## src/rtl/xrv_pkg.sv

```systemverilog
// -----------------------------------------------------------------------------
// xrv_pkg -- shared types for the instruction fetch slice.
//   ifq_entry_t   : one instruction-queue entry (fetch PC + instruction word)
//   fetch_state_e : fetch bus state machine (IDLE, REQ, DISCARD)
//   PC_STEP       : byte distance between consecutive instruction words
//   word_align()  : clears the two byte-offset bits of an address
// -----------------------------------------------------------------------------
package xrv_pkg;

  typedef struct packed {
    logic [31:0] pc;
    logic [31:0] instr;
  } ifq_entry_t;

  typedef enum logic [1:0] {
    IDLE    = 2'd0,
    REQ     = 2'd1,
    DISCARD = 2'd2
  } fetch_state_e;

  localparam logic [31:0] PC_STEP = 32'd4;

  // Masking (rather than slicing) keeps every address bit referenced.
  function automatic logic [31:0] word_align(input logic [31:0] addr);
    return addr & 32'hFFFF_FFFC;
  endfunction

endpackage

```

## src/rtl/ifq_fifo.sv

```systemverilog
// -----------------------------------------------------------------------------
// ifq_fifo -- synchronous instruction queue, first-word-fall-through read.
// Parameters:
//   DEPTH : number of entries, power of two, minimum 2
// Ports:
//   clk   in   rising-edge clock
//   rstb  in   synchronous active-low reset (empties the queue)
//   flush in   discard all entries at the next edge (wins over push/pop)
//   push  in   write din at the next edge
//   din   in   entry to write
//   pop   in   drop the head entry at the next edge
//   dout  out  head entry (undefined while empty)
//   full  out  DEPTH entries held
//   empty out  no entries held
//   count out  number of entries held
// A push into a full queue is accepted when a pop happens in the same cycle.
// -----------------------------------------------------------------------------
module ifq_fifo
  import xrv_pkg::*;
#(
  parameter int DEPTH = 2
) (
  input  logic                     clk,
  input  logic                     rstb,
  input  logic                     flush,
  input  logic                     push,
  input  ifq_entry_t               din,
  input  logic                     pop,
  output ifq_entry_t               dout,
  output logic                     full,
  output logic                     empty,
  output logic [$clog2(DEPTH):0]   count
);

  localparam int AW = $clog2(DEPTH);
  localparam int CW = AW + 1;

  logic [AW-1:0] wr_ptr_q, wr_ptr_d;
  logic [AW-1:0] rd_ptr_q, rd_ptr_d;
  logic [CW-1:0] count_q, count_d;
  logic          do_push, do_pop, wr_en;
  ifq_entry_t    mem_q [DEPTH];

  assign empty   = (count_q == '0);
  assign full    = (count_q == CW'(DEPTH));
  assign count   = count_q;
  assign dout    = mem_q[rd_ptr_q];

  assign do_pop  = pop & ~empty;
  assign do_push = push & (~full | do_pop);
  assign wr_en   = do_push & ~flush;

  always_comb begin
    wr_ptr_d = wr_ptr_q;
    rd_ptr_d = rd_ptr_q;
    count_d  = count_q;
    if (flush) begin
      wr_ptr_d = '0;
      rd_ptr_d = '0;
      count_d  = '0;
    end else begin
      if (do_push) wr_ptr_d = wr_ptr_q + 1'b1;
      if (do_pop)  rd_ptr_d = rd_ptr_q + 1'b1;
      count_d = count_q + CW'(do_push) - CW'(do_pop);
    end
  end

  always_ff @(posedge clk) begin
    if (!rstb) begin
      wr_ptr_q <= '0;
      rd_ptr_q <= '0;
      count_q  <= '0;
    end else begin
      wr_ptr_q <= wr_ptr_d;
      rd_ptr_q <= rd_ptr_d;
      count_q  <= count_d;
    end
  end

  // Storage carries no reset; contents are only read once written.
  always_ff @(posedge clk) begin
    if (wr_en) mem_q[wr_ptr_q] <= din;
  end

endmodule

```

## src/rtl/ifetch.sv

```systemverilog
// -----------------------------------------------------------------------------
// ifetch -- instruction fetch unit: issues word reads on the instruction bus,
// buffers responses in an instruction queue and offers them to decode.
// Parameters:
//   RESET_PC  : address of the first fetch after reset
//   IFQ_DEPTH : instruction queue entries (power of two, minimum 2)
// Ports:
//   clk        in   rising-edge clock
//   rstb       in   synchronous active-low reset
//   i_addr     out  instruction bus word address (bits [1:0] always 0)
//   i_rd_req   out  read request, held with i_addr until i_rd_ready
//   i_rd_ready in   read complete, i_rd_data valid this cycle
//   i_rd_data  in   instruction word
//   jmp        in   redirect from execute
//   jmp_addr   in   redirect target
//   if_valid   out  instruction offered to decode
//   if_ready   in   decode accepts the offered instruction
//   if_pc      out  PC of the offered instruction
//   if_instr   out  offered instruction word
// Build option:
//   IFETCH_BYPASS_EN : when defined, a response arriving while the queue is
//   empty is offered to decode in the same cycle (and only queued if decode
//   does not take it). Otherwise responses become visible one cycle later.
// -----------------------------------------------------------------------------
module ifetch
  import xrv_pkg::*;
#(
  parameter logic [31:0] RESET_PC  = 32'h0000_0000,
  parameter int          IFQ_DEPTH = 2
) (
  input  logic        clk,
  input  logic        rstb,
  output logic [31:0] i_addr,
  output logic        i_rd_req,
  input  logic        i_rd_ready,
  input  logic [31:0] i_rd_data,
  input  logic        jmp,
  input  logic [31:0] jmp_addr,
  output logic        if_valid,
  input  logic        if_ready,
  output logic [31:0] if_pc,
  output logic [31:0] if_instr
);

  localparam int CW = $clog2(IFQ_DEPTH) + 1;

  fetch_state_e  state_q, state_d;
  logic [31:0]   fetch_pc_q, fetch_pc_d;
  logic [31:0]   i_addr_q, i_addr_d;
  logic          i_rd_req_q, i_rd_req_d;

  logic          rsp_accept, bypass_hit, space;
  logic          q_push, q_pop, q_full, q_empty;
  logic [CW-1:0] q_count, occ_next;
  ifq_entry_t    q_din, q_dout;

  // A response is kept only in REQ and only if no redirect arrives with it.
  assign rsp_accept = (state_q == REQ) & i_rd_ready & ~jmp;
  assign q_din      = '{pc: i_addr_q, instr: i_rd_data};

`ifdef IFETCH_BYPASS_EN
  assign bypass_hit = rsp_accept & q_empty;
  assign if_valid   = (~q_empty | bypass_hit) & ~jmp;
  assign if_pc      = bypass_hit ? i_addr_q  : q_dout.pc;
  assign if_instr   = bypass_hit ? i_rd_data : q_dout.instr;
`else
  assign bypass_hit = 1'b0;
  assign if_valid   = ~q_empty & ~jmp;
  assign if_pc      = q_dout.pc;
  assign if_instr   = q_dout.instr;
`endif

  // A bypassed word taken by decode never enters the queue.
  assign q_push = rsp_accept & ~(bypass_hit & if_ready) & (~q_full | q_pop);
  assign q_pop  = if_valid & if_ready & ~q_empty;

  // Occupancy after this edge; a pop this cycle frees room for a request
  // next cycle, which is what keeps delivery gap-free after backpressure.
  assign occ_next = q_count + CW'(q_push) - CW'(q_pop);
  assign space    = (occ_next < CW'(IFQ_DEPTH));

  ifq_fifo #(
    .DEPTH (IFQ_DEPTH)
  ) u_ifq (
    .clk   (clk),
    .rstb  (rstb),
    .flush (jmp),
    .push  (q_push),
    .din   (q_din),
    .pop   (q_pop),
    .dout  (q_dout),
    .full  (q_full),
    .empty (q_empty),
    .count (q_count)
  );

  always_comb begin
    state_d    = state_q;
    fetch_pc_d = fetch_pc_q;

    if (jmp)             fetch_pc_d = word_align(jmp_addr);
    else if (rsp_accept) fetch_pc_d = fetch_pc_q + PC_STEP;

    unique case (state_q)
      IDLE: begin
        if (jmp || space) state_d = REQ;
      end
      REQ: begin
        if (jmp)             state_d = i_rd_ready ? REQ : DISCARD;
        else if (i_rd_ready) state_d = space ? REQ : IDLE;
      end
      DISCARD: begin
        if (i_rd_ready) state_d = REQ;
      end
      default: state_d = IDLE;
    endcase

    // The stale request stays on the bus while its response is awaited.
    i_addr_d   = (state_d == DISCARD) ? i_addr_q : fetch_pc_d;
    i_rd_req_d = (state_d != IDLE);
  end

  always_ff @(posedge clk) begin
    if (!rstb) begin
      state_q    <= IDLE;
      fetch_pc_q <= word_align(RESET_PC);
      i_addr_q   <= word_align(RESET_PC);
      i_rd_req_q <= 1'b0;
    end else begin
      state_q    <= state_d;
      fetch_pc_q <= fetch_pc_d;
      i_addr_q   <= i_addr_d;
      i_rd_req_q <= i_rd_req_d;
    end
  end

  assign i_addr   = i_addr_q;
  assign i_rd_req = i_rd_req_q;

endmodule
```

## config.mk

```make
export PLATFORM = sky130hd
export DESIGN_NAME = ifetch
export DESIGN_NICKNAME = d
export VERILOG_FILES = /design/src/rtl/xrv_pkg.sv /design/src/rtl/ifq_fifo.sv /design/src/rtl/ifetch.sv
export SDC_FILE = /design/constraint.sdc
export NUM_CORES = 1
export LEC_CHECK = 0
export CORE_MARGIN = 4
export CORE_UTILIZATION = 40
export CTS_BUF_LIST = sky130_fd_sc_hd__clkbuf_4
export CTS_CLUSTER_DIAMETER = 60
export DETAILED_ROUTE_END_ITERATION = 6
export PLACE_DENSITY = 0.63
export SLEW_MARGIN = 25
export SYNTH_ARGS = -nofsm -noshare
export SYNTH_HDL_FRONTEND = slang
export SYNTH_SLANG_ARGS = --single-unit
```

## constraint.sdc

```tcl
create_clock -name clk -period 8.4 [get_ports clk]
set_clock_uncertainty 0.1 [all_clocks]
set_input_delay 0.84 -clock clk [delete_from_list [all_inputs] [get_ports clk]]
set_output_delay 0.84 -clock clk [all_outputs]
set_load 0.02 [all_outputs]
```

Yosys cells after proc, flatten, opt, wreduce, memory -nomap -nowiden
Memories as Yosys holds them, arrays and structs flattened. A register that Yosys moved wholly into a read port is not among the register bits.
Index checks and enable logic that the tools add are counted.
Word-level totals
  memory bits (read-only): 0
  flip-flop bits (word level): 71
  output and inout bits: 98
  RAM bits: 128
  bits in latches: 0
  memories: 1
  bits of input ports: 69
  word-level logic and storage cells: 53
Memory list
  u_ifq.mem_q: depth 2, width 64, read ports 1, clocked after memory_dff 1, write ports 1, RTL line ifq_fifo.sv:42  | ifq_entry_t mem_q [DEPTH];
Operators by class
  shift operators: 0
  mux-type cells: 13
  bitwise logic cells: 15
  $add $sub $neg: 7
  equality and inequality tests: 4
  divide/modulo/power cells: 0
  order comparisons: 1
  reduce and logical (&&, ||, !) cells: 5
  multipliers: 0
Operator list (number)
  32-bit 2-to-1 mux: 2
  32-bit by 3-bit adder with 32-bit output (second input constant): 1
  2-bit 2-to-1 mux: 5
  1-bit AND: 9
  2-bit == test (second input constant): 3
  2-bit case mux with 3 select lines: 1
  1-bit 2-to-1 mux: 5
  2-bit by 1-bit adder with 2-bit output: 2
  2-bit zero test: 2
  1-bit NOT: 4
  2-bit by 1-bit subtractor with 2-bit output: 2
  1-bit adder (second input constant): 2
  2-bit by 1-bit == test with 1-bit output (second input constant): 1
  2-bit < comparator (second input constant): 1
  1-bit bitwise OR: 2
  2-bit nonzero test: 1
  2-bit OR reduction: 1
  1-bit logical OR: 1

Depth between registers and ports, before layout
  depth after elaboration: 15
  gate-level depth with buffers: 9
  gate-level depth less buffers: 9

Modules after synthesis
From an unflattened synthesis, not the netlist that was laid out.
Second synthesis, totals
  cells, all modules: 619
  area, all modules: 8050.2 um^2
Modules (own cells, without submodules)
  ifq_fifo: cells an instance 231, times used 1, area an instance 4857.2 um^2
  ifetch: cells an instance 388, times used 1, area an instance 3193.1 um^2

Worst setup path after synthesis
No wires, ideal clock.
  path type: input to register
  start: input jmp
  end: memory u_ifq.mem_q[0][0] (netlist name) (enable)
  path slack: 0.037 ns
  setup time: 0.644 ns
  data arrival time: 7.619 ns
  data required time: 7.656 ns
  stages: 4
  cells stage by stage: clkbuf_1 -> buf_1 -> clkbuf_1 -> nor4_1
On the way
  cells in the longest elaborated chain, start to end: 10
  elaborated cells between the ends (all ways): 13
  classes of those cells: mux (2); bitwise (11)
RTL lines
  from (decl): RTL line ifetch.sv:37  | input logic jmp,
  1-bit NOT *: RTL line ifq_fifo.sv:51, ifetch.sv:58, ifetch.sv:68
  1-bit AND: RTL line ifetch.sv:68  | assign if_valid = ~q_empty & ~jmp;
  1-bit AND (2 in series): RTL line ifetch.sv:75  | assign q_pop = if_valid & if_ready & ~q_empty;
  1-bit bitwise OR / 1-bit AND (equally long branches): RTL line ifetch.sv:74, ifq_fifo.sv:49
  1-bit AND / 1-bit bitwise OR (equally long branches): RTL line ifetch.sv:74, ifq_fifo.sv:50
  1-bit AND: RTL line ifq_fifo.sv:50  | assign do_push = push & (~full | do_pop);
  1-bit AND *: RTL line ifq_fifo.sv:51  | assign wr_en = do_push & ~flush;
  1-bit 2-to-1 mux *: RTL line ifq_fifo.sv:82  | if (wr_en) mem_q[wr_ptr_q] <= din;
  1-bit 2-to-1 mux (not written as such) *: RTL line ifq_fifo.sv:82
  to (decl): RTL line ifq_fifo.sv:42
Mark *: on every way between the ends. The rest lies on a longest branch, timed or not.

==> key figures <==
Outcome
  – Outcome: complete, no violations

Worst setup path
  – Critical path, cell by cell: mux2_2 -> clkdlybuf4s50_1
  – CP arrival: 2.57 ns
  – Critical Path Max Stage Delay: approximately 0.97 ns
  – Startpoint types: flip-flop
  – Critical-path maximum fanout: 64
  – Setup CP Type: reg -> out
  – Slowest-stage cell, CP: dfxtp_4
  – Req. time, crit path: 7.46 ns
  – Reg-to-Reg Start: state_q[0]$_SDFF_PN0_
  – CP Capture Type: output port

Timing
  – Period utilization: between 40% and 50%
  – Slew Limit Fails: 0
  – Final hold vios: 0
  – Max-Slew Margin vs Limit: 35.13%
  – Worst setup margin: 4.895 ns
  – Setup-failing EPs final: 0
  – Minimum clock period: 3.505 ns
  – Unrepaired setup endpoints after global routing: no
  – WHS: 0.3970 ns
  – Setup TNS: 0 ns
  – FMAX: 285.3 MHz
  – Worst Tran Pin Value: 0.9731 ns

Global route
  – Gr usage total: approximately 16%
  – Total gr overflow: 0
  – Vias in the first global route: 5,569
  – Initial antenna violation count: 0
  – Largest net degree at the start of global routing: 65
  – First-pass GRT wire length: 28.84 mm

Logic synthesis
  – Largest family of logic cells by synthesized area: simple AND/OR/NAND/NOR gates
  – Asr flop ratio synth: 0%
  – Mapped Cells: between 600 and 700
  – Syn avg cell area: about 13 um^2
  – Seq cells post-synth: 200
  – Post-synth net total: 697
  – Post-Synth Adder-Cell Area: 0.6173%
  – Synth Area in Compound Gates: 7.963%
  – Synth warn: 0
  – Post-Synth XOR/XNOR Area: 1.728%
  – Post-synth EDFFs: approximately 130
  – Synth Flop Type: edfxtp_1
  – Seq/Total Area, Yosys: 65.19%
  – Mux contribution to synthesized area: under 10%
  – Synth Cell Area: 0.008108 mm^2
  – Distinct cells, synth: 53
  – Post-Synth Simple-Gate Area: 12.44%

CTS
  – # clock sinks: 200
  – Hold_buf cts: 0
  – Maximum clock insertion buffer count: 2
  – Setup Fix Bufs, Post-CTS: 0
  – Worst-skew pair later-pin latency: 0.56 ns
  – CTS tree: yes
  – H-tree levels: 4
  – CTS Buf Count: 17
  – CTS-repair resized insts: 0
  – Clk root buf: clkbuf_4
  – Clock-pin slew on the worst setup and hold paths: 0.16 ns

Die
  – Starting Density: 41.12%
  – Standard-cell rows: 51
  – Die W: between 150 and 200 um
  – Core region area: 0.01972 mm^2
  – Die ar.: 0.02261 mm^2
  – I/O Pins: between 150 and 200
  – Die Span Y: 150.4 um

Route
  – Drt via density: 5.301
  – Drt total wl: 18.68 mm
  – Vias after detailed routing: ~5,600
  – Detailed Routing Iterations Pass 1: 5
  – DRC marker count from the first detailed-route iteration: between 200 and 300
  – Number of remaining DRC errors: 0
  – Routed Antenna Nets: 0
  – WL/cell: 17.71 um

Placement
  – Dpl cell area: about 0.010 mm^2
  – Worst slack at placement: 4.516 ns
  – DP Wirelength: between 10 and 15 mm
  – Buffers added on ports: 164
  – Routability Congestion: about 0.81

Pwr
  – Seq pwr share: about 59%
  – Sw power: 0.4690 mW
  – Comb pwr share: 11.5%
  – Clock network fraction of total power: 29.7%
  – Switching portion of total power: 24.67%
  – Int Power: 1.432 mW
  – Cell leakage power: about 3.5 nW
  – Peak VDD IR: 0.1076 mV
  – Pwr dens: ~180 mW/mm^2

Layout
  – Synthesis-to-layout area growth: 27.44%
  – Final instance area: 0.01033 mm^2
  – # diodes: 0
  – Layout cells sized above 1: 14.18%
  – Nets@finish: roughly 850

Worst hold path
  – Hold path start: i_addr[3]$_SDFFE_PN0P_
  – Hold Path Class: reg -> reg

Run
  – Max-Cap Viols: 0
==> cells in the final DEF, fill, tap and decap left out, types with 8 or more instances in the layout <==
master / n
clkbuf_4: 17
edfxtp_1: 128
nand4_1: 16
nand3_1: 29
nand2_1: 33
o21ai_0: 28
o31ai_1: 14
clkdlybuf4s50_1: 164
nor4_1: 8
inv_1: 10
xnor2_1: 12
and3_1: 10
dfxtp_1: 71
nor2_1: 34
a21oi_1: 19
nor3_1: 15
mux2_2: 66
==> per-layer routing <==
| layer | part of all wire (%) | wire length [um] | up-vias | GRT usage, % |
|---|---|---|---|---|
| li1 | - | - | 2672 | - |
| met1 | 45 | 8493 | 2722 | 21.52 |
| met2 | 47 | 8863 | 180 | 26.84 |
| met3 | 5.7 | 1065 | 19 | 3.582 |
| met4 | 1.4 | 262 | 0 | 5.306 |
| met5 | 0 | 0 | - | 0 |
==> final timing paths <==
check | depth (start not counted) | slack (ns) | endpoint
worst min-delay path | 2 | 0.40 | i_addr[3]$_SDFFE_PN0P_
worst max register to register | 3 | 5.71 | u_ifq.mem_q[1][35]$_DFFE_PP_
worst max-delay path | 2 | 4.89 | if_pc[20]
worst min register to register | 2 | 0.40 | i_addr[3]$_SDFFE_PN0P_
==> sequential cells by signal, indices dropped and copies added, names as in the netlist, named ones only <==
signal          flops
u_ifq.wr_ptr_q      1
fetch_pc_q         32
i_rd_req            1
i_addr             32
u_ifq.mem_q       128
u_ifq.rd_ptr_q      1
u_ifq.count         2
state_q             2
==> synthesized netlist by cell type (all sizes together) (9+ instances only) <==
master  number  area (um^2)
o21ai       28        140.1
mux2        66        743.2
and3        11        70.07
nor3        15        75.07
nor4         9        56.30
dfxtp       72         1441
nand3       30        155.1
clkbuf      27        101.4
inv         10        37.54
a21oi       20        100.1
nor2        34        127.6
xnor2       12        105.1
o31ai       14        105.1
nand4       16        100.1
edfxtp     128         3844
nand2       33        123.9
==> power groups by stage <==
stage / registers (mW) / logic [mW] / clock network (mW)
after CTS: 1.12 / 0.221 / 0.580
after floorplan: 1.15 / 0.0984 / 0
final: 1.12 / 0.218 / 0.564
after global placement: 1.14 / 0.217 / 0
after global routing: 1.12 / 0.235 / 0.622
after detailed placement: 1.14 / 0.219 / 0
==> cell families (layout without fill, tap and decap cells) <==
family,count (synthesis),in the layout
multiplexers,72,72
flip-flops,200,200
AO/OA/AOI/OAI,99,99
XOR/XNOR,16,16
AND/OR/NAND/NOR,188,188
adder cells (fa/ha/maj),4,4
buffers and inverters,45,211
==> area by class of cell <==
cell class / count / area, um^2
clock buffer: 17 / 127.6
clock inverter: 14 / 196.4
fill: 1709 / 9385
inverter: 11 / 41.29
multi-input combinational: 379 / 2668
sequential: 200 / 5289
tap: 265 / 331.6
timing repair buffer: 169 / 1679
==> metrics by stage <==
step                util [%]  power [mW]  instances
floorplan                  -       1.248        624
global placement       50.76       1.355       1024
detailed placement     50.76       1.360       1024
CTS                    52.40       1.920       1055
global route           52.40       1.982       1055
finish                 52.40       1.901       1055
==> critical path, delay by kind of cell (launching register included) <==
| family | cells | cell delay (ns) |
|---|---|---|
| DFF | 1 | 0.97 |
| muxes | 1 | 0.41 |
| buffers and inverters | 1 | 0.58 |
No activity file was read; power rests on OpenSTA's default activity.
